File: src/rtl/ycbcr2rgb_pipe_if.sv
// Pixel stream bundle for ycbcr2rgb_pipe: YCbCr + mode + sideband in, clamped RGB out.
interface ycbcr2rgb_pipe_if #(
  parameter int OUT_W = 10,
  parameter int SB_W  = 2
);
  logic [7:0]       iY, iCb, iCr;
  logic [1:0]       iMODE;
  logic [SB_W-1:0]  iSB;
  logic             iVALID;
  logic             oREADY;
  logic [OUT_W-1:0] oRed, oGreen, oBlue;
  logic [SB_W-1:0]  oSB;
  logic             oVALID;
  logic             iREADY;

  modport slave  (input  iY, iCb, iCr, iMODE, iSB, iVALID, iREADY,
                  output oREADY, oRed, oGreen, oBlue, oSB, oVALID);
  modport master (output iY, iCb, iCr, iMODE, iSB, iVALID, iREADY,
                  input  oREADY, oRed, oGreen, oBlue, oSB, oVALID);
endinterface

File: src/rtl/ycbcr2rgb_pipe.sv
// 3-stage YCbCr->RGB converter (BT.601/BT.709/bypass) with stall-able valid/ready
// pipeline and a saturating clip counter. One lane instance per output channel.
module ycbcr2rgb_lane #(
  parameter int LANE  = 0,
  parameter int OUT_W = 10
) (
  input  logic             iCLK,
  input  logic             iRST_N,
  input  logic             en1, en2, en3,
  input  logic             sel709,
  input  logic [1:0]       mode1,
  input  logic [7:0]       y, cb, cr,
  output logic [OUT_W-1:0] pixOut,
  output logic             clipOut
);
  localparam int SUM_W = 22;
  localparam int SH    = 17 - OUT_W;
  localparam logic signed [SUM_W-1:0] MAXV = SUM_W'((1 << OUT_W) - 1);

  logic signed [SUM_W-1:0] cY, cCb, cCr, off, yS, cbS, crS;
  logic signed [SUM_W-1:0] pY, pCb, pCr, sum2, shifted;
  logic [7:0] bypIn, byp1;

  assign yS  = $signed({14'd0, y});
  assign cbS = $signed({14'd0, cb});
  assign crS = $signed({14'd0, cr});

  always_comb begin
    cY    = 22'sd596;
    cCb   = '0;
    cCr   = '0;
    bypIn = y;
    case (LANE)
      0: cCr = sel709 ? 22'sd918 : 22'sd817;
      1: begin
        cCb   = sel709 ? -22'sd109 : -22'sd200;
        cCr   = sel709 ? -22'sd273 : -22'sd416;
        bypIn = cb;
      end
      default: begin
        cCb   = sel709 ? 22'sd1081 : 22'sd1033;
        bypIn = cr;
      end
    endcase
  end

  always_comb begin
    case (LANE)
      0:       off = mode1[0] ? -22'sd127040 : -22'sd114131;
      1:       off = mode1[0] ?  22'sd39360  :  22'sd69370;
      default: off = mode1[0] ? -22'sd147904 : -22'sd141787;
    endcase
  end

  // Bypass pre-scales by 2^9 so the common shift leaves v << (OUT_W-8), never clamped.
  assign shifted = sum2 >>> SH;

  always_ff @(posedge iCLK or negedge iRST_N)
    if (!iRST_N) begin
      pY <= '0; pCb <= '0; pCr <= '0; byp1 <= '0;
      sum2 <= '0; pixOut <= '0; clipOut <= 1'b0;
    end else begin
      if (en1) begin
        pY   <= cY * yS;
        pCb  <= cCb * cbS;
        pCr  <= cCr * crS;
        byp1 <= bypIn;
      end
      if (en2) sum2 <= mode1[1] ? $signed({5'd0, byp1, 9'd0}) : pY + pCb + pCr + off;
      if (en3) begin
        if (shifted[SUM_W-1]) begin
          pixOut <= '0; clipOut <= 1'b1;
        end else if (shifted > MAXV) begin
          pixOut <= '1; clipOut <= 1'b1;
        end else begin
          pixOut <= shifted[OUT_W-1:0]; clipOut <= 1'b0;
        end
      end
    end
endmodule

module ycbcr2rgb_pipe #(
  parameter int OUT_W = 10,
  parameter int SB_W  = 2,
  parameter int CNT_W = 24
) (
  input  logic               iCLK,
  input  logic               iRST_N,
  ycbcr2rgb_pipe_if.slave    pix,
  input  logic               iCLR_CNT,
  output logic [CNT_W-1:0]   oCLIP_CNT
);
  localparam int STAGES = 3;

  logic [STAGES:1]       vldPipe, ld, en;
  logic [1:0]            mode1;
  logic [SB_W-1:0]       sb1, sb2, sb3;
  logic [2:0][OUT_W-1:0] rgb;
  logic [2:0]            clip;
  logic                  xfer;

  // Ready ripples back from the output: a stage loads if empty or draining.
  assign ld[3] = ~vldPipe[3] | pix.iREADY;
  assign ld[2] = ~vldPipe[2] | ld[3];
  assign ld[1] = ~vldPipe[1] | ld[2];
  assign en[1] = ld[1] & pix.iVALID;
  assign en[2] = ld[2] & vldPipe[1];
  assign en[3] = ld[3] & vldPipe[2];
  assign xfer  = vldPipe[3] & pix.iREADY;

  always_ff @(posedge iCLK or negedge iRST_N)
    if (!iRST_N) begin
      vldPipe <= '0; mode1 <= '0; sb1 <= '0; sb2 <= '0; sb3 <= '0;
    end else begin
      if (ld[1]) vldPipe[1] <= pix.iVALID;
      if (ld[2]) vldPipe[2] <= vldPipe[1];
      if (ld[3]) vldPipe[3] <= vldPipe[2];
      if (en[1]) begin mode1 <= pix.iMODE; sb1 <= pix.iSB; end
      if (en[2]) sb2 <= sb1;
      if (en[3]) sb3 <= sb2;
    end

  for (genvar g = 0; g < 3; g++) begin : gLane
    ycbcr2rgb_lane #(.LANE(g), .OUT_W(OUT_W)) uLane (
      .iCLK    (iCLK),
      .iRST_N  (iRST_N),
      .en1     (en[1]),
      .en2     (en[2]),
      .en3     (en[3]),
      .sel709  (pix.iMODE[0]),
      .mode1   (mode1),
      .y       (pix.iY),
      .cb      (pix.iCb),
      .cr      (pix.iCr),
      .pixOut  (rgb[g]),
      .clipOut (clip[g])
    );
  end

  always_ff @(posedge iCLK or negedge iRST_N)
    if (!iRST_N)                                  oCLIP_CNT <= '0;
    else if (iCLR_CNT)                            oCLIP_CNT <= '0;
    else if (xfer && (|clip) && !(&oCLIP_CNT))    oCLIP_CNT <= oCLIP_CNT + 1'b1;

  assign pix.oREADY = ld[1];
  assign pix.oVALID = vldPipe[3];
  assign pix.oRed   = rgb[0];
  assign pix.oGreen = rgb[1];
  assign pix.oBlue  = rgb[2];
  assign pix.oSB    = sb3;
endmodule
File: src/flat_wrapper.sv
// flat-port wrapper written by rule: the top's interface ports become plain ports
module ycbcr2rgb_pipe_flat 
#(
  parameter int OUT_W = 10,
  parameter int SB_W  = 2,
  parameter int CNT_W = 24
)
  (iCLK, iRST_N, iCLR_CNT, oCLIP_CNT, pix_iY, pix_iCb, pix_iCr, pix_iMODE, pix_iSB, pix_iVALID, pix_iREADY, pix_oREADY, pix_oRed, pix_oGreen, pix_oBlue, pix_oSB, pix_oVALID);
  ycbcr2rgb_pipe_if #(.OUT_W(OUT_W), .SB_W(SB_W)) pix_i ();
  input  logic iCLK;
  input  logic iRST_N;
  input  logic iCLR_CNT;
  output logic [CNT_W-1:0] oCLIP_CNT;
  input wire logic [$bits(pix_i.iY)-1:0] pix_iY;
  input wire logic [$bits(pix_i.iCb)-1:0] pix_iCb;
  input wire logic [$bits(pix_i.iCr)-1:0] pix_iCr;
  input wire logic [$bits(pix_i.iMODE)-1:0] pix_iMODE;
  input wire logic [$bits(pix_i.iSB)-1:0] pix_iSB;
  input wire logic [$bits(pix_i.iVALID)-1:0] pix_iVALID;
  input wire logic [$bits(pix_i.iREADY)-1:0] pix_iREADY;
  output wire logic [$bits(pix_i.oREADY)-1:0] pix_oREADY;
  output wire logic [$bits(pix_i.oRed)-1:0] pix_oRed;
  output wire logic [$bits(pix_i.oGreen)-1:0] pix_oGreen;
  output wire logic [$bits(pix_i.oBlue)-1:0] pix_oBlue;
  output wire logic [$bits(pix_i.oSB)-1:0] pix_oSB;
  output wire logic [$bits(pix_i.oVALID)-1:0] pix_oVALID;
  assign pix_i.iY = pix_iY;
  assign pix_i.iCb = pix_iCb;
  assign pix_i.iCr = pix_iCr;
  assign pix_i.iMODE = pix_iMODE;
  assign pix_i.iSB = pix_iSB;
  assign pix_i.iVALID = pix_iVALID;
  assign pix_i.iREADY = pix_iREADY;
  assign pix_oREADY = pix_i.oREADY;
  assign pix_oRed = pix_i.oRed;
  assign pix_oGreen = pix_i.oGreen;
  assign pix_oBlue = pix_i.oBlue;
  assign pix_oSB = pix_i.oSB;
  assign pix_oVALID = pix_i.oVALID;
  ycbcr2rgb_pipe #(.OUT_W(OUT_W), .SB_W(SB_W), .CNT_W(CNT_W)) u_core (.iCLK(iCLK), .iRST_N(iRST_N), .pix(pix_i), .iCLR_CNT(iCLR_CNT), .oCLIP_CNT(oCLIP_CNT));
endmodule
File: config.mk
export PLATFORM = sky130hd
export DESIGN_NAME = ycbcr2rgb_pipe_flat
export DESIGN_NICKNAME = d
export VERILOG_FILES = /design/src/rtl/ycbcr2rgb_pipe_if.sv /design/src/rtl/ycbcr2rgb_pipe.sv /design/src/flat_wrapper.sv
export SDC_FILE = /design/constraint.sdc
export NUM_CORES = 1
export LEC_CHECK = 0
export BUFFER_PORTS_ARGS = -buffer_cell sky130_fd_sc_hd__clkbuf_2
export CAP_MARGIN = 20
export CORE_ASPECT_RATIO = 2
export CORE_UTILIZATION = 55
export CTS_BUF_LIST = sky130_fd_sc_hd__clkbuf_4 sky130_fd_sc_hd__clkbuf_8
export DETAILED_ROUTE_END_ITERATION = 10
export GPL_ROUTABILITY_DRIVEN = 1
export PLACE_DENSITY = 0.75
export RECOVER_POWER = 100
export REMOVE_ABC_BUFFERS = 1
export SLEW_MARGIN = 10
export SYNTH_ARGS = -nofsm -noshare
export SYNTH_HDL_FRONTEND = slang
export SYNTH_SLANG_ARGS = --single-unit
File: constraint.sdc
create_clock -name iCLK -period 4.35 [get_ports iCLK]
set_clock_uncertainty 0.05 [all_clocks]
set_input_delay 0.2175 -clock iCLK [delete_from_list [all_inputs] [get_ports iCLK]]
set_output_delay 0.2175 -clock iCLK [all_outputs]
set_load 0.005 [all_outputs]
=== Yosys cells after proc, flatten, opt, wreduce, memory -nomap -nowiden ===
Index checks and enable logic that the tools add are counted.

* Register bits: 266
* Input port bits: 33

* $add $sub $neg: 8
* Multiply operators: 5
* Order comparisons: 3
* Muxes and demuxes: 24
* Bitwise logic cells: 10
* Reduce and logical (&&, ||, !) cells: 6

{| class="wikitable"
|+ Operators with widths
! kind !! count
|-
| $add A22 B22 Y22 || 4
|-
| $mul A22 B9 Y22 || 3
|-
| $mux W22 || 3
|-
| $mux W10 || 6
|-
| $mux W24 || 2
|-
| $gt A15 B11 Y1 const B || 3
|-
| $add A22 B18 Y22 || 2
|-
| $mux W15 || 2
|-
| $add A24 B1 Y24 const B || 1
|-
| $mux W8 || 3
|-
| $reduce_and A24 Y1 || 1
|-
| $add A22 B19 Y22 || 1
|-
| $mul A10 B9 Y19 || 1
|-
| $mux W17 || 1
|-
| $mul A8 B8 Y16 const A || 1
|-
| $mux W1 || 6
|-
| $mux W6 || 1
|-
| $and A1 B1 Y1 || 4
|-
| $not A1 Y1 || 3
|-
| $or A1 B1 Y1 || 3
|-
| $reduce_or A3 Y1 || 1
|-
| $logic_and A1 B1 Y1 || 2
|-
| $reduce_bool A2 Y1 || 1
|-
| $logic_not A1 Y1 || 1
|}

=== Depth between registers and ports, before layout ===
Gate-level depths: netlist of run 1.

* Word-level depth: 5
* Gate-level depth with buffers: 20

=== By module ===
A second synthesis of run 1 with hierarchy kept.

* Cells, all modules: 2,589
* Area total of the unflattened synthesis: 25,141.6 um^2

{| class="wikitable"
|+ Modules (own cells, without submodules)
! module !! instances !! cells an instance !! area an instance (um^2)
|-
| ycbcr2rgb_lane at u_core.gLane[1].uLane || 1 || 1,126 || 10,699.0
|-
| ycbcr2rgb_lane at u_core.gLane[0].uLane || 1 || 706 || 6,681.4
|-
| ycbcr2rgb_lane at u_core.gLane[2].uLane || 1 || 586 || 5,844.4
|-
| ycbcr2rgb_pipe || 1 || 171 || 1,916.8
|}

=== Least setup slack after synthesis of run 1 ===
Ideal clock, no wire load.

* Path kind: in2reg
* Start: input pix_iMODE[0]
* End: register u_core.gLane[0].uLane.pCr[19]
* Arrival time: 4.751 ns
* Setup slack: -0.577 ns
* Cell stages on the path: 17
* Path buffers: 2
* Cell sequence: clkbuf_1 clkbuf_1 nand2_1 inv_1 fa_1 inv_1 fa_1 inv_1 fa_1 fa_1 ha_1 or3_1 o311ai_1 a21boi_0 o31a_1 o31a_1 o32a_1

* Cells in the longest elaborated chain, start to end: 2

{| class="wikitable"
|+ RTL lines
! what !! line !! text
|-
| from (decl) || flat_wrapper.sv:17 || <nowiki>input wire logic [$bits(pix_i.iMODE)-1:0] pix_iMODE;</nowiki>
|-
| $mux W8 || ycbcr2rgb_pipe.sv:34 || <nowiki>0: cCr = sel709 ? 22'sd918 : 22'sd817;</nowiki>
|-
| $mul A22 B9 Y22 || ycbcr2rgb_pipe.sv:66 || <nowiki>pCr <= cCr * crS;</nowiki>
|-
| to (signal assigned) || ycbcr2rgb_pipe.sv:66 ||
|-
| to (decl) || ycbcr2rgb_pipe.sv:21 || <nowiki>logic signed [SUM_W-1:0] pY, pCb, pCr, sum2, shifted;</nowiki>
|}

No other way between the ends.
A chain may end at the register's enable or synchronous reset.

=== Worst setup path after layout of run 1 ===
* Start: register u_core.mode1[0]
* End: register u_core.gLane[1].uLane.sum2[20]

* Cells in the longest elaborated chain, start to end: 3

{| class="wikitable"
|+ RTL lines
! what !! line !! text
|-
| from (decl) || ycbcr2rgb_pipe.sv:96 || <nowiki>logic [1:0] mode1;</nowiki>
|-
| from (signal assigned) || ycbcr2rgb_pipe.sv:118 || <nowiki>if (en[1]) begin mode1 <= pix.iMODE; sb1 <= pix.iSB; end</nowiki>
|-
| $mux W17 || ycbcr2rgb_pipe.sv:50 || <nowiki>1: off = mode1[0] ? 22'sd39360 : 22'sd69370;</nowiki>
|-
| $add A22 B18 Y22 || ycbcr2rgb_pipe.sv:69 || <nowiki>if (en2) sum2 <= mode1[1] ? $signed({5'd0, byp1, 9'd0}) : pY + pCb + pCr + off;</nowiki>
|-
| $mux W22 || ycbcr2rgb_pipe.sv:69 ||
|-
| to (signal assigned) || ycbcr2rgb_pipe.sv:69 ||
|-
| to (decl) || ycbcr2rgb_pipe.sv:21 ||
|}

No other way between the ends.

==> qor.txt, run 1 <==
CP Capture Type = flip-flop
Max Cap Violations = 6
Syn avg cell area = 9.23 um2
Clk pin slew, worst setup/hold paths = 0.07 ns
Antenna violations before repair = 1
Detail Route Antenna Nets = 0
Setup Buffers After CTS = 0
P_leak = 12.9 nW
Design Power = 18.3 mW
Max Freq = 0.238 GHz
Top Metal Used = met4
Slew margin rel. = -31.8%
Power per Cell Area = 739 mW/mm2
CTS sink count = 228
Final core utilization = 64.7%
I/O pin count = 91
Crit-path max FO = 4
Worst min-delay path category = input pin to flip-flop
Nets@finish = 3,120
DP Area = 0.0239 mm2
Period minus WS final = 4.21 ns
Status = complete, but fails checks
Slew Viols, Final = 379
Final setup viols = 0
Initial DRC count = 708
Ys flop type = dfrtp_1
First-pass GRT wire length = 92.7 mm
Die ar. = 0.0398 mm2
Gr ovfl total = 0
DRC = 0
Seq cells post-synth = 228
Detail Placement HPWL = 45.7 mm
Final hold vios = 0
Crit path kind = flip-flop to flip-flop
Layout area overhead = 15.3%
Gr usage total = 29.9%
Die Height = 281 um
Asr flop ratio synth = 100%
Total wire length = 56.5 mm
Rows = 101
RSZ-0062 raised after global routing = false
Vias/cell = 5.54
Port bufs = 90
Clock Path Buffers = 3
Metal-1 WL = 19.7 mm
Die width = 142 um
Violated checks = max-capacitance violations, max-slew violations
CTS H-tree depth = 2
Main area contributors after synthesis = dfrtp_1 27%, ha_1 18%, fa_1 17%
Routability Congestion = 0.985
Drt wl/cell = 18.0 um
Largest net degree at the start of global routing = 138
Post-Syn Area = 0.0214 mm2
Yosys cell types = 74
Vias in the first global route = 18.7k
Tightest Pin Transition = 1.98 ns
CTS buffer count = 34
Seq/Total Area, Yosys = 26.6%
Fin crit share = 96.7%
Layout cell share with drive strength beyond 1 = 12.3%
Yosys top cell by area = dfrtp_1
Share of the synthesized area in the top cell type = 26.6%
Area of the core = 0.0382 mm2
Routed vias = 17.4k
Post-Syn Instances = 2,322
Worst path required time = 4.71 ns
CTS tree = built
Initial Utilization = 56.2%
Setup TNS = 0 ns
Post-synth EDFFs = 0
Synth warnings = 0
DR WL met3 = 2.02 mm
Fin area = 0.0247 mm2
Drt pass-1 iters = 8
Critical path arrival = 4.57 ns
Later-pin clock latency in the skew report = 0.57 ns
CP startpoint kind = flip-flop
Clock root buffer = clkbuf_8
Total length of routed met2 wires = 30.7 mm
Peak VDD IR = 469 uV
## state kept, by name (all words and copies together) (netlist names)
| name | flops |
|---|---|
| u_core.gLane.uLane.pY | 14 |
| u_core.gLane.uLane.byp1 | 21 |
| u_core.pix.oSB | 2 |
| u_core.vldPipe | 3 |
| u_core.mode1 | 2 |
| u_core.gLane.uLane.sum2 | 45 |
| u_core.gLane.uLane.pixOut | 30 |
| u_core.gLane.uLane.pCb | 41 |
| u_core.oCLIP_CNT | 24 |
| u_core.sb1 | 2 |
| u_core.gLane.uLane.clipOut | 3 |
| u_core.gLane.uLane.pCr | 39 |
| u_core.sb2 | 2 |
## power by group
part / internal [mW] / switching [mW] / leakage [nW]
Clock: 1.00 / 0.878 / 0.377
Sequential: 2.88 / 0.671 / 2.83
Combinational: 5.71 / 7.12 / 9.69
Total: 9.59 / 8.67 / 12.9
## routing by layer
metal  vias to the layer above  global-route usage [%]
li1                       8257                       -
met1                      8511                    30.0
met2                       426                    57.4
met3                       193                    3.42
met4                         0                    19.1
met5                         -                       0
## cells by family (layout without fill, tap and decap cells)
| group | count (synthesis) | count (layout) | synth area share (%) |
|---|---|---|---|
| simple gates | 603 | 603 | 13.1 |
| fa+ha+maj | 485 | 485 | 34.6 |
| buf+inv | 477 | 773 | 8.36 |
| compound gates | 422 | 422 | 12.8 |
| flops | 228 | 228 | 26.6 |
| xor+xnor | 92 | 92 | 3.76 |
| mux | 13 | 13 | 0.642 |
| other cells | 2 | 10 | 0.0350 |
## final cells by class
type / count / area [um2]
fillers: 3274 / 13500
diodes: 1 / 2.50
multi-input cells: 1624 / 14100
clock inverters: 10 / 87.6
repair buffers: 302 / 2020
clock buffers: 49 / 631
well taps: 515 / 644
flip-flops and latches: 228 / 5710
inverters: 412 / 1550
## worst paths after layout
check | from | endpoint | slack (ns) | cells past startpoint
worst max-delay path | u_core.mode1[0]$_DFFE_PN0P_ | u_core.gLane[1].uLane.sum2[20]$_DFFE_PN0P_ | 0.14 | 11
worst min-delay path | pix_iCb[5] | u_core.gLane[1].uLane.byp1[5]$_DFFE_PN0P_ | 0.04 | 4
worst max register to register | u_core.mode1[0]$_DFFE_PN0P_ | u_core.gLane[1].uLane.sum2[20]$_DFFE_PN0P_ | 0.14 | 11
worst min register to register | u_core.sb1[0]$_DFFE_PN0P_ | u_core.sb2[0]$_DFFE_PN0P_ | 0.41 | 2
max in group asynchronous | iRST_N | u_core.gLane[0].uLane.sum2[14]$_DFFE_PN0P_ | 0.91 | 3
min in group asynchronous | iRST_N | u_core.sb2[1]$_DFFE_PN0P_ | 0.57 | 2
## placed cells by master, fill, tap and decap left out, drive strengths merged, types with 24 or more instances in the layout
cell	count
o31ai	41
a21o	36
fa	180
nand3	29
dfrtp	228
o21ai	133
nand2	272
inv	413
ha	305
buf	180
xnor2	48
clkbuf	157
xor2	44
a21oi	86
nor3	28
and3	24
nor2	117
## synth_stat cells (4+ instances only)
library cell	instances
a2111oi_0	10
a211o_1	5
a211oi_1	13
a21boi_0	6
a21o_1	35
a21oi_1	86
a31oi_1	9
a32o_1	6
and2_1	15
and3_1	24
and4_1	4
buf_1	13
clkbuf_1	52
dfrtp_1	228
fa_1	180
ha_1	305
inv_1	411
mux2_2	6
mux2i_1	7
nand2_1	272
nand2b_1	17
nand3_1	29
nand3b_1	6
nand4_1	16
nand4b_1	4
nor2_1	117
nor2b_1	15
nor3_1	28
nor3b_1	11
nor4_1	4
o211ai_1	5
o21a_1	22
o21ai_0	131
o21bai_1	6
o31a_1	8
o31ai_1	41
o41ai_1	5
or2_2	5
or3_1	17
or4_1	9
xnor2_1	48
xor2_1	44
## timing repair
action,CTS,global route
hold endpoints to repair,157,0
pin swaps,0,7
setup endpoints to repair,1,19
hold buffers,14,0
resized for setup,1,37
gates cloned,0,0
## critical path: stages, from the launching register on
cell	delay (ns)
dfrtp_1	0.37
inv_1	0.16
fa_1	0.47
fa_1	0.48
ha_1	0.33
a2111oi_0	0.34
o21ai_0	0.30
a211o_2	0.42
a31o_4	0.27
o2111a_1	0.28
or3_1	0.36
a32o_1	0.25
## per-stage QoR
stage,cells,setup WS (ns),hold WS [ns]
global placement,3067,-0.530,0.0349
global route,3141,0.00507,0.0323
CTS,3140,0.00702,0.0123
floorplan,2264,-0.470,-0.128
detailed placement,3067,-0.616,0.0396
finish,3141,0.144,0.0377
(Power assumes the default switching activity.)
==> inputs of run 2 (changes only) <==
==> constraint.sdc (replaced) <==
create_clock -name iCLK -period 4.35 [get_ports iCLK]
set_clock_uncertainty 0.05 [all_clocks]
set_input_delay 0.435 -clock iCLK [delete_from_list [all_inputs] [get_ports iCLK]]
set_output_delay 0.435 -clock iCLK [all_outputs]
set_load 0.005 [all_outputs]
==> qor.txt, run 2 (synthesis results as in run 1) <==
CTS sink count = 228
Area of the core = 0.0382 mm2
CP Capture Type = flip-flop
Total wire length = 57.4 mm
Slew margin rel. = -80.9%
Biggest register = u_core.gLane.uLane.sum2
Critical Path, Cell by Cell = buf_12, buf_12, nand2_4, inv_4, fa_2, inv_2, fa_1, inv_1, fa_1, fa_2, ha_4, o21a_1, o21a_1, o21a_1, o31a_1, o2111ai_2, a211oi_2, a311o_1
Drt wl/cell = 18.1 um
Layout area overhead = 18.5%
Final hold vios = 0
Final setup viols = 1
Clock share of power = 10.5%
Power per Cell Area = 753 mW/mm2
Vias in the first global route = 18.5k
Worst min-delay path category = input pin to flip-flop
Largest registers = u_core.gLane.uLane.sum2 x45, u_core.gLane.uLane.pCb x41, u_core.gLane.uLane.pCr x39
First-pass GRT wire length = 91.8 mm
Clock Path Buffers = 3
Crit-path max FO = 7
P_leak = 13.2 nW
Slowest cell on crit path = fa_2
Detail Placement HPWL = 46.8 mm
Detail Route Antenna Nets = 0
Most frequent cells in the layout = 403 x inv_1, 295 x ha_1, 268 x nand2_1
Die width = 142 um
RSZ-0062 raised after global routing = true
Tightest Pin Transition = 2.71 ns
Critical path arrival = 4.74 ns
Clock root buffer = clkbuf_8
Initial Utilization = 56.2%
Max Freq = 0.229 GHz
Vias/cell = 5.52
Design Power = 19.1 mW
Layout cell share with drive strength beyond 1 = 16.7%
Die Height = 281 um
CP startpoint kind = input pin
Later-pin clock latency in the skew report = 0.56 ns
Filler cells = 3,149
Status = complete, but fails checks
Period minus WS final = 4.36 ns
Fin crit share = 100%
Violated checks = design-rule violations, max-capacitance violations, max-slew violations, negative setup slack
DRC = 1
Setup WS post-layout = -0.00928 ns
Critical Path Most Common Cell = o21a_1
Peak VDD IR = 417 uV
Rows = 101
Slew Viols, Final = 144
Drt pass-1 iters = 8
Sw Share = 46.9%
CTS H-tree depth = 2
Initial DRC count = 793
Max reg flops = 45
I/O pin count = 91
Commonest non-fill, non-tap cell in the layout = inv_1
Flop pwr share = 18.6%
CTS tree = built
Hold WS = 0.0194 ns
Gr usage total = 29.7%
Antenna violations before repair = 1
Sw Pwr = 8.97 mW
Worst path required time = 4.73 ns
Combinational power share = 70.9%
Slowest stage delay, CP = 0.60 ns
Clk pin slew, worst setup/hold paths = 0.07 ns
Largest net degree at the start of global routing = 109
Routability Congestion = 0.938
Routed vias = 17.5k
Crit path kind = input pin to flip-flop
Nets@finish = 3,156
Gr ovfl total = 0
Max Cap Violations = 2
Pint = 10.1 mW
Die ar. = 0.0398 mm2
CTS buffer count = 34
Port bufs = 90
## run 2: changes by cell type in the layout (fill, tap and decap cells not counted), moves of 5 or more
cell           delta
o21ai_0           -7
a21oi_2           +9
clkbuf_1         -20
clkbuf_4          -6
clkbuf_2          +9
buf_4            +58
inv_1             -7
ha_4              +5
dlygate4sd3_1    -12
ha_1              -8
a21oi_1           -9
inv_2             +6
## run 2: area by class of cell
cell class / instances / area [um2] / area share [%]
Clock inverter: 11 / 145 / 0.572
Timing Repair Buffer: 338 / 2370 / 9.32
Sequential cell: 228 / 5710 / 22.5
Multi-Input combinational cell: 1624 / 14300 / 56.5
Inverter: 412 / 1550 / 6.10
Clock buffer: 48 / 629 / 2.48
Antenna cell: 1 / 2.50 / 0.00986
Tap cell: 515 / 644 / 2.54
## run 2: path summary, 6_finish.rpt
check,endpoint,slack (ns),depth (start not counted),startpoint
worst min register to register,u_core.gLane[0].uLane.pixOut[0]$_DFFE_PN0P_,0.43,2,u_core.gLane[0].uLane.pixOut[0]$_DFFE_PN0P_
worst max-delay path,u_core.gLane[0].uLane.pCr[18]$_DFFE_PN0P_,-0.009,18,pix_iMODE[0]
worst max register to register,u_core.gLane[1].uLane.sum2[20]$_DFFE_PN0P_,0.30,11,u_core.mode1[0]$_DFFE_PN0P_
min in group asynchronous,u_core.sb1[1]$_DFFE_PN0P_,1.18,2,iRST_N
worst min-delay path,u_core.sb1[0]$_DFFE_PN0P_,0.02,3,pix_iSB[0]
max in group asynchronous,u_core.gLane[1].uLane.pCr[20]$_DFFE_PN0P_,0.63,3,iRST_N
## run 2: power by group through the flow
| stage | logic [mW] | clock network [mW] | registers [mW] |
|---|---|---|---|
| final | 13.6 | 2.01 | 3.55 |
| after global routing | 15.0 | 2.12 | 3.63 |
| after CTS | 13.1 | 2.04 | 3.55 |
| after detailed placement | 12.8 | 0 | 3.58 |
| after global placement | 12.4 | 0 | 3.55 |
| after floorplan | 8.56 | 0 | 3.35 |
## run 2: worst max-delay path: cells and delay by family
kind | cells | cell delay, ns
compound gates | 7 | 1.54
fa+ha+maj | 5 | 2.28
buf+inv | 5 | 0.39
simple gates | 1 | 0.07
## run 2: what timing repair did
| item | in CTS | in global routing |
|---|---|---|
| gates resized for setup | 22 | 87 |
| setup buffers | 3 | 5 |
| hold endpoints to repair | 107 | 0 |
| hold buffers | 2 | 0 |
| pin swaps | 11 | 45 |
| cloned | 0 | 2 |
| setup endpoints to repair | 14 | 25 |
## run 2: routing by layer
| metal | up-vias | global-route usage, % | wire [um] | part of all wire, % |
|---|---|---|---|---|
| met1 | 8554 | 29.8 | 19900 | 35 |
| met2 | 473 | 57.3 | 31300 | 54 |
| met3 | 194 | 2.90 | 1900 | 3.3 |
| li1 | 8313 | - | - | - |
| met5 | - | 0 | 0 | 0 |
| met4 | 0 | 19.3 | 4310 | 7.5 |
## run 2: stage by stage
stage | setup slack [ns] | instance area (um2) | setup TNS, ns | util (%) | std cells
after floorplan | -0.470 | 21200 | -3.44 | - | 2264
after global placement | -0.726 | 24200 | -16.30 | 63.3 | 3105
after detailed placement | -0.786 | 24200 | -18.69 | 63.3 | 3105
after CTS | 0.00569 | 25100 | 0 | 65.6 | 3169
after global routing | -0.110 | 25400 | -0.780 | 66.5 | 3177
final | -0.00928 | 25400 | -0.00928 | 66.5 | 3177
==> inputs of run 3 (changes only) <==
--- a/config.mk
+++ b/config.mk
@@ -8,11 +8,10 @@
 export BUFFER_PORTS_ARGS = -buffer_cell sky130_fd_sc_hd__clkbuf_2
 export CAP_MARGIN = 20
 export CORE_ASPECT_RATIO = 2
-export CORE_UTILIZATION = 55
+export CORE_UTILIZATION = 25
 export CTS_BUF_LIST = sky130_fd_sc_hd__clkbuf_4 sky130_fd_sc_hd__clkbuf_8
 export DETAILED_ROUTE_END_ITERATION = 10
 export GPL_ROUTABILITY_DRIVEN = 1
-export PLACE_DENSITY = 0.75
 export RECOVER_POWER = 100
 export REMOVE_ABC_BUFFERS = 1
 export SLEW_MARGIN = 10
==> constraint.sdc (replaced) <==
create_clock -name iCLK -period 4.2 [get_ports iCLK]
set_clock_uncertainty 0.05 [all_clocks]
set_input_delay 0.42 -clock iCLK [delete_from_list [all_inputs] [get_ports iCLK]]
set_output_delay 0.42 -clock iCLK [all_outputs]
set_load 0.005 [all_outputs]
==> qor.txt, run 3 (synthesis results as in run 1) <==
Critical Path, Cell by Cell = buf_12, buf_12, nand2_4, inv_2, fa_2, inv_2, fa_1, inv_1, fa_1, fa_1, ha_2, or3_4, buf_6, o311ai_4, a21boi_2, o31a_1, o31a_1, o32a_1
CP startpoint kind = input pin
Max Freq = 0.227 GHz
RSZ-0062 raised after global routing = true
Hold WS = 0.0624 ns
Buf/Inv on CP = 6
Drt pass-1 iters = 6
Max reg flops = 45
Sw Share = 46.6%
Sw Pwr = 9.04 mW
Final hold vios = 0
Vias in the first global route = 18.2k
Pint = 10.4 mW
Slowest cell on crit path = fa_2
Vias/cell = 4.55
Detail Route Antenna Nets = 0
Die width = 209 um
Gr ovfl total = 0
Reg-to-Reg Start = u_core.mode1[0]$_DFFE_PN0P_
Clock root buffer = clkbuf_8
Combinational power share = 70.9%
Cell family with most CP delay = adder cells
Initial Utilization = 25.3%
Largest registers = u_core.gLane.uLane.sum2 x45, u_core.gLane.uLane.pCb x41, u_core.gLane.uLane.pCr x39
Die ar. = 0.0870 mm2
Slowest stage delay, CP = 0.52 ns
Hold wc startpoint = pix_iMODE[1]
Drt wl/cell = 16.5 um
Detail Placement HPWL = 51.9 mm
Initial DRC count = 667
Commonest non-fill, non-tap cell in the layout = inv_1
Max Cap Violations = 2
Power per Cell Area = 739 mW/mm2
Worst path required time = 4.60 ns
Crit-path max FO = 6
Critical Path Source = pix_iMODE[0]
Port bufs = 90
Status = complete, but fails checks
Crit path kind = input pin to flip-flop
DRC = 0
Rows = 151
Worst min-delay path category = input pin to flip-flop
Period minus WS final = 4.40 ns
Routed vias = 17.1k
Later-pin clock latency in the skew report = 0.58 ns
Slew margin rel. = -61.3%
Layout cell share with drive strength beyond 1 = 17.4%
I/O pin count = 91
Setup WS post-layout = -0.198 ns
Clock share of power = 10.1%
Clock Path Buffers = 3
Largest net degree at the start of global routing = 95
Violated checks = max-capacitance violations, max-slew violations, negative setup slack
Biggest register = u_core.gLane.uLane.sum2
Critical path arrival = 4.80 ns
Slew Viols, Final = 143
Layout area overhead = 22.5%
Antenna violations before repair = 8
Final setup viols = 8
Flop pwr share = 19.1%
Nets@finish = 3,176
Final core utilization = 31.0%
Gr usage total = 14.5%
CTS tree = built
Die Height = 416 um
Critical Path Most Common Cell = fa_1
Clk pin slew, worst setup/hold paths = 0.07 ns
Most frequent cells in the layout = 402 x inv_1, 296 x ha_1, 267 x nand2_1
Total wire length = 62.1 mm
CTS H-tree depth = 2
Area of the core = 0.0848 mm2
CP Capture Type = flip-flop
Fin crit share = 105%
CTS sink count = 228
Peak VDD IR = 443 uV
Tightest Pin Transition = 2.42 ns
Routability Congestion = 0.911
P_leak = 13.3 nW
CTS buffer count = 34
First-pass GRT wire length = 97.7 mm
## run 3: cell types whose count changed in the layout (fill, tap and decap cells not counted), sizes merged
cell	previous run	this run
clkinv	6	9
clkinvlp	0	4
diode	1	3
dlygate4sd3	2	3
bufinv	3	1
inv	414	411
clkbuf	143	145
buf	241	257
## run 3: per-layer routing
| layer | GRT usage, % | part of all wire, % |
|---|---|---|
| met3 | 1.49 | 2.7 |
| met5 | 0 | 0.092 |
| met2 | 29.6 | 58 |
| met4 | 9.91 | 7.3 |
| met1 | 12.9 | 32 |
## run 3: metrics by stage
| step | instances | area (um2) | power, mW | setup TNS (ns) | worst slack [ns] |
|---|---|---|---|---|---|
| final | 3756 | 26300 | 19.4 | -0.671 | -0.198 |
| after floorplan | 2264 | 21200 | 12.3 | -7.40 | -0.620 |
| after detailed placement | 3674 | 24900 | 16.8 | -26.10 | -0.976 |
| after CTS | 3741 | 25900 | 19.2 | -0.865 | -0.134 |
| after global placement | 3674 | 24900 | 16.6 | -24.24 | -0.930 |
| after global routing | 3756 | 26300 | 21.4 | -3.85 | -0.308 |
## run 3: path summary, 6_finish.rpt
path	depth (start not counted)	to	slack (ns)
max	18	u_core.gLane[0].uLane.pCr[19]$_DFFE_PN0P_	-0.20
min	3	u_core.mode1[1]$_DFFE_PN0P_	0.06
max reg2reg	11	u_core.gLane[1].uLane.sum2[20]$_DFFE_PN0P_	0.20
min reg2reg	2	u_core.gLane[0].uLane.byp1[4]$_DFFE_PN0P_	0.43
max in group asynchronous	3	u_core.gLane[1].uLane.pCb[18]$_DFFE_PN0P_	0.81
min in group asynchronous	2	u_core.gLane[0].uLane.pixOut[9]$_DFFE_PN0P_	0.98
## run 3: worst min-delay path, cell delays in order
cell	delay [ns]
clkbuf_2	0.10
nand2_1	0.05
o21ai_0	0.06
## run 3: cell type report
class | instances | area, um2
timing repair buffer | 358 | 2510
tap | 1071 | 1340
clock buffer | 47 | 609
multi-input combinational | 1624 | 14400
fill | 8782 | 58600
sequential | 228 | 5710
antenna | 3 | 7.51
clock inverter | 13 | 104
inverter | 412 | 1550
## run 3: power by group through the flow
stage	clock, mW	combinational [mW]	sequential, mW
floorplan	0	8.87	3.46
global placement	0	12.9	3.73
detailed placement	0	13.1	3.76
CTS	2.02	13.4	3.72
global route	2.09	15.5	3.79
finish	1.95	13.7	3.70
## run 3: repair_timing
item / in CTS / in global routing
endpoints found under the hold margin: 92 / 0
pin swaps: 16 / 65
gates resized for setup: 45 / 90
hold buffers: 3 / 0
setup buffers: 4 / 11
gates cloned: 0 / 1
setup endpoints to repair: 26 / 33
